`config.mk`:
```
export PLATFORM = sky130hd
export DESIGN_NAME = bcd_scan_display
export DESIGN_NICKNAME = d
export VERILOG_FILES = /design/src/rtl/bcd_scan_display.sv
export SDC_FILE = /design/constraint.sdc
export NUM_CORES = 1
export LEC_CHECK = 0
export ABC_AREA = 1
export CORE_ASPECT_RATIO = 1.25
export CORE_MARGIN = 2
export CORE_UTILIZATION = 56
export DETAILED_ROUTE_END_ITERATION = 7
export GPL_ROUTABILITY_DRIVEN = 0
export MAX_ROUTING_LAYER = met4
export PLACE_DENSITY = 0.78
export SYNTH_ARGS = -nofsm -noshare
export SYNTH_HDL_FRONTEND = slang
export SYNTH_SLANG_ARGS = --single-unit
```
`constraint.sdc`:
```
create_clock -name clk -period 2.1 [get_ports clk]
set_input_delay 0.42 -clock clk [delete_from_list [all_inputs] [get_ports clk]]
set_output_delay 0.42 -clock clk [all_outputs]
set_load 0.005 [all_outputs]
```
`src/rtl/bcd_scan_display.sv`:
```
// Binary-to-BCD converter (iterative double-dabble, 18-cycle period) driving a
// time-multiplexed 4-digit common-anode seven-segment display.
module bcd_scan_display #(
  parameter int unsigned PRESCALE_W = 16,
  parameter bit          BLANK_LZ   = 1'b0
) (
  input  logic        clk,
  input  logic        rst,
  input  logic [15:0] value_in,
  output logic [15:0] bcd_out,
  output logic        overflow,
  output logic        bcd_valid,
  output logic [3:0]  an,
  output logic [6:0]  seg
);

  typedef enum logic [1:0] {
    S_LOAD,
    S_SHIFT,
    S_DONE
  } state_t;

  localparam logic [PRESCALE_W-1:0] PRESC_ONE = PRESCALE_W'(1);
  localparam logic [6:0]            SEG_DASH  = 7'b0111111;
  localparam logic [6:0]            SEG_OFF   = 7'b1111111;

  state_t state, state_nxt;

  logic [15:0] bin_q;
  logic [15:0] acc_q;
  logic [3:0]  bit_cnt;
  logic        ovf_q;

  logic [15:0] acc_adj;
  logic [15:0] acc_shift;
  logic [15:0] bin_shift;
  logic        last_shift;

  logic [PRESCALE_W-1:0] presc_q;
  logic [1:0]            digit_sel;
  logic [3:0]            digit;
  logic                  lz_zero;

  function automatic logic [6:0] seg_decode(input logic [3:0] d);
    logic [6:0] s;
    case (d)
      4'd0:    s = 7'b1000000;
      4'd1:    s = 7'b1111001;
      4'd2:    s = 7'b0100100;
      4'd3:    s = 7'b0110000;
      4'd4:    s = 7'b0011001;
      4'd5:    s = 7'b0010010;
      4'd6:    s = 7'b0000010;
      4'd7:    s = 7'b1111000;
      4'd8:    s = 7'b0000000;
      4'd9:    s = 7'b0010000;
      default: s = SEG_OFF;
    endcase
    return s;
  endfunction

  // Per-nibble add-3 with no inter-nibble carry, then one combined left shift.
  always_comb begin
    logic [3:0] nib;
    acc_adj = acc_q;
    for (int unsigned i = 0; i < 4; i++) begin
      nib = acc_q[4*i +: 4];
      acc_adj[4*i +: 4] = (nib >= 4'd5) ? nib + 4'd3 : nib;
    end
    acc_shift  = {acc_adj[14:0], bin_q[15]};
    bin_shift  = {bin_q[14:0], 1'b0};
    last_shift = (bit_cnt == 4'd15);
  end

  always_ff @(posedge clk) begin
    if (rst) begin
      state <= S_LOAD;
    end else begin
      state <= state_nxt;
    end
  end

  always_comb begin
    state_nxt = state;
    bcd_valid = 1'b0;
    case (state)
      S_LOAD:  state_nxt = S_SHIFT;
      S_SHIFT: if (last_shift) state_nxt = S_DONE;
      S_DONE: begin
        bcd_valid = 1'b1;
        state_nxt = S_LOAD;
      end
      default: state_nxt = S_LOAD;
    endcase
  end

  // Commit happens on the edge entering S_DONE so bcd_out/overflow are already
  // updated during the cycle in which bcd_valid is high.
  always_ff @(posedge clk) begin
    if (rst) begin
      bin_q    <= '0;
      acc_q    <= '0;
      bit_cnt  <= '0;
      ovf_q    <= 1'b0;
      bcd_out  <= '0;
      overflow <= 1'b0;
    end else begin
      case (state)
        S_LOAD: begin
          bin_q   <= value_in;
          acc_q   <= '0;
          bit_cnt <= '0;
          ovf_q   <= (value_in > 16'd9999);
        end
        S_SHIFT: begin
          acc_q   <= acc_shift;
          bin_q   <= bin_shift;
          bit_cnt <= bit_cnt + 4'd1;
          if (last_shift) begin
            bcd_out  <= acc_shift;
            overflow <= ovf_q;
          end
        end
        default: ;
      endcase
    end
  end

  always_ff @(posedge clk) begin
    if (rst) begin
      presc_q   <= '0;
      digit_sel <= '0;
    end else begin
      presc_q <= presc_q + PRESC_ONE;
      if (presc_q == '1) begin
        digit_sel <= digit_sel + 2'd1;
      end
    end
  end

  always_comb begin
    digit   = bcd_out[{digit_sel, 2'b00} +: 4];
    lz_zero = 1'b0;
    case (digit_sel)
      2'd3:    lz_zero = (bcd_out[15:12] == 4'd0);
      2'd2:    lz_zero = (bcd_out[15:8] == 8'd0);
      2'd1:    lz_zero = (bcd_out[15:4] == 12'd0);
      default: lz_zero = 1'b0;
    endcase

    an = ~(4'b0001 << digit_sel);
    if (overflow) begin
      seg = SEG_DASH;
    end else if (BLANK_LZ && lz_zero) begin
      seg = SEG_OFF;
    end else begin
      seg = seg_decode(digit);
    end
  end

endmodule

```
==> qor.csv <==
metric,value,unit
ant_nets,0,
grt_pass1_vias,3683,
vdd_drop_max,525,µV
grt_max_degree,50,
hold_class,reg -> reg,
yosys_warnings,0,
crit_chain,"nand2_1, nand3_4, nand2_4, buf_6, inv_8, ha_4, nand3b_1, nand3_1, nand3_1, buf_2",
coreArea,6890,µm²
start_kind,flop,
dieArea,7740,µm²
clkLatencyLatePin,350,ps
grt_overflow,0,
syn_area_per_cell,6.91,µm²
worstHoldPathCells,1,
stdcell_count,736,
worst_slack,-125,ps
p_leak,2.22,nW
worstMarginPinSlew,644,ps
cts.sinks,74,
hpwl,6380,µm
vias,3917,
htree_levels,3,
grt_pass1_wl,15700,µm
power,2.76,mW
worst-endpoint-required,1680,ps
yosys.area.top_type,dfxtp_1,
diodes,0,
drcViolationCount,0,
hold_ws,457,ps
path_clk_slew,70,ps
wirelength,9510,µm
rsz0062_at_grt,true,
r2r_slack,510,ps
ioPinCount,47,
synth_fp_nets,609,
synth_ff_type,dfxtp_1,
cts_buffer_depth,2,
start_util,0.573,
wl_per_cell,12.9,µm
die_y,97.9,µm
syn_inst,571,
track_usage,0.256,
yosys-top-cells-count,"nand2_1 (177), dfxtp_1 (74), inv_1 (70), nand3_1 (64), a21oi_1 (46)",
syn_area,3950,µm²
r2r-end,overflow,
timing.final.crit_period,2230,ps
cap_violations,0,
dpl.cell_count,712,
async_flop_share,0,
worst_ep_arrival_time,1810,ps
dr.first_iter.drc_count,166,
drive_above_1_share,0.161,
timing.critical_path.mode_cell,nand3_1,
r2r_start,bit_cnt[0],
final_nets,679,
hold_buffers,0,
synth_cell_types,38,
synthTopCellsByArea,"dfxtp_1 (38%), nand2_1 (17%), nand3_1 (8.1%)",
finalSetupViolCount,6,
cpLargestDelayFamily,simple AND/OR/NAND/NOR gates,
synth.most_common_cell,nand2_1,
die_w,79.1,µm
std_cell_rows,34,
area_delta_synth_final,26.7,%
dr.pass1.iters,5,
final-hold-violation-count,0,
antenna_found_initial,0,
io_buffers,46,
p_per_area,552,nW/µm²
cts-root-buf,clkbuf_8,
crit_type,reg -> out,
status,"complete, but fails checks",
slowest_delay,380,ps
min_to,presc_q[0],
numCtsBuffers,9,
critPathSlowestCell,dfxtp_4,
cts_tree,yes,
viasPerCell,5.32,
crit_buf_inv,3,
slew_headroom,0.570,
slew_viol_final,0,
failed_checks,setup timing,
synth_top_area_frac,0.375,
min_from,presc_q[0],
synth.yosys.seq_area_share,0.375,
synth-edff-count,0,
cp-end-kind,output port,
timing.final.crit_share,1.06,
cp_max_fo,7,
ys_seq_elements,74,
r2r_cells,6,
clock_skew,9.41,ps
max_clock_freq,449,MHz
-- layer usage --
metal  GRT usage  vias up  wire length, µm
met4       0.125        0              245
met3      0.0388       22              345
met1       0.281     1818             4020
li1            -     1969                -
met2       0.445      108             4900
met5           -        -                0
-- flip-flops by register name, indices dropped and copies added (netlist names) --
signal	cells
bcd_out	16
overflow	1
bin_q	16
bit_cnt	4
digit_sel	2
ovf_q	1
acc_q	16
state	2
presc_q	16
-- report_power, final --
| group | leakage [nW] | switching [mW] | internal [mW] | total, mW |
|---|---|---|---|---|
| registers | 0.602 | 0.0166 | 1.43 | 1.44 |
| logic | 1.51 | 0.0810 | 0.0605 | 0.141 |
| clock network | 0.106 | 0.525 | 0.649 | 1.17 |
-- repair_timing --
| item | in CTS | in global routing |
|---|---|---|
| buffers inserted | 6 | 2 |
| endpoints found under the setup margin | 9 | 9 |
| pin swaps | 9 | 3 |
| resized for setup | 50 | 20 |
| endpoints found under the hold margin | 0 | 0 |
-- worst max path at each step --
| stage | cells past startpoint | from | endpoint |
|---|---|---|---|
| after floorplan | 10 | digit_sel[0] | seg[5] |
| after global placement | 10 | digit_sel[0] | seg[4] |
| after detailed placement | 10 | digit_sel[0] | seg[4] |
| after CTS | 8 | digit_sel[0] | seg[1] |
| after global routing | 9 | digit_sel[0] | seg[0] |
| final | 10 | digit_sel[0] | seg[5] |
-- logic make-up after synthesis --
family | synth area share
flops | 0.375
xor+xnor | 0.00444
fa+ha+maj | 0.0634
compound gates | 0.0998
simple gates | 0.350
buf+inv | 0.107
-- stage by stage --
| step | util | TNS [ps] | setup WS [ps] | cell area, µm² |
|---|---|---|---|---|
| after floorplan | - | 0 | 272 | 3950 |
| after global placement | 0.664 | -579 | -119 | 4580 |
| after detailed placement | 0.664 | -1300 | -239 | 4580 |
| after CTS | 0.711 | -209 | -55.5 | 4900 |
| after global routing | 0.726 | -903 | -189 | 5000 |
| final | 0.726 | -538 | -125 | 5000 |
-- cell usage in the layout (no fill, tap or decap), types with 4 or more instances in the layout --
cell type        count
a21oi_1             46
nand3_4              4
nor3_1               6
buf_2                7
nor2_1              26
nand2_4              9
dfxtp_1             72
nand4_1             12
inv_1               68
clkbuf_8            12
clkdlybuf4s50_1     35
nand2_1            170
o21ai_0              7
nand2_2              5
buf_4               31
o21bai_1             6
ha_1                16
nand3_2             10
nand3_1             58
inv_2                7
-- layout make-up --
type / count / area [µm²]
clock buffer: 13 / 169
clock inverter: 3 / 46.3
fill: 547 / 1890
inverter: 79 / 317
multi-input combinational: 399 / 2200
sequential: 74 / 1490
tap: 90 / 113
timing repair buffer: 78 / 672
Note: power is estimated with default switching activity, not from simulation.
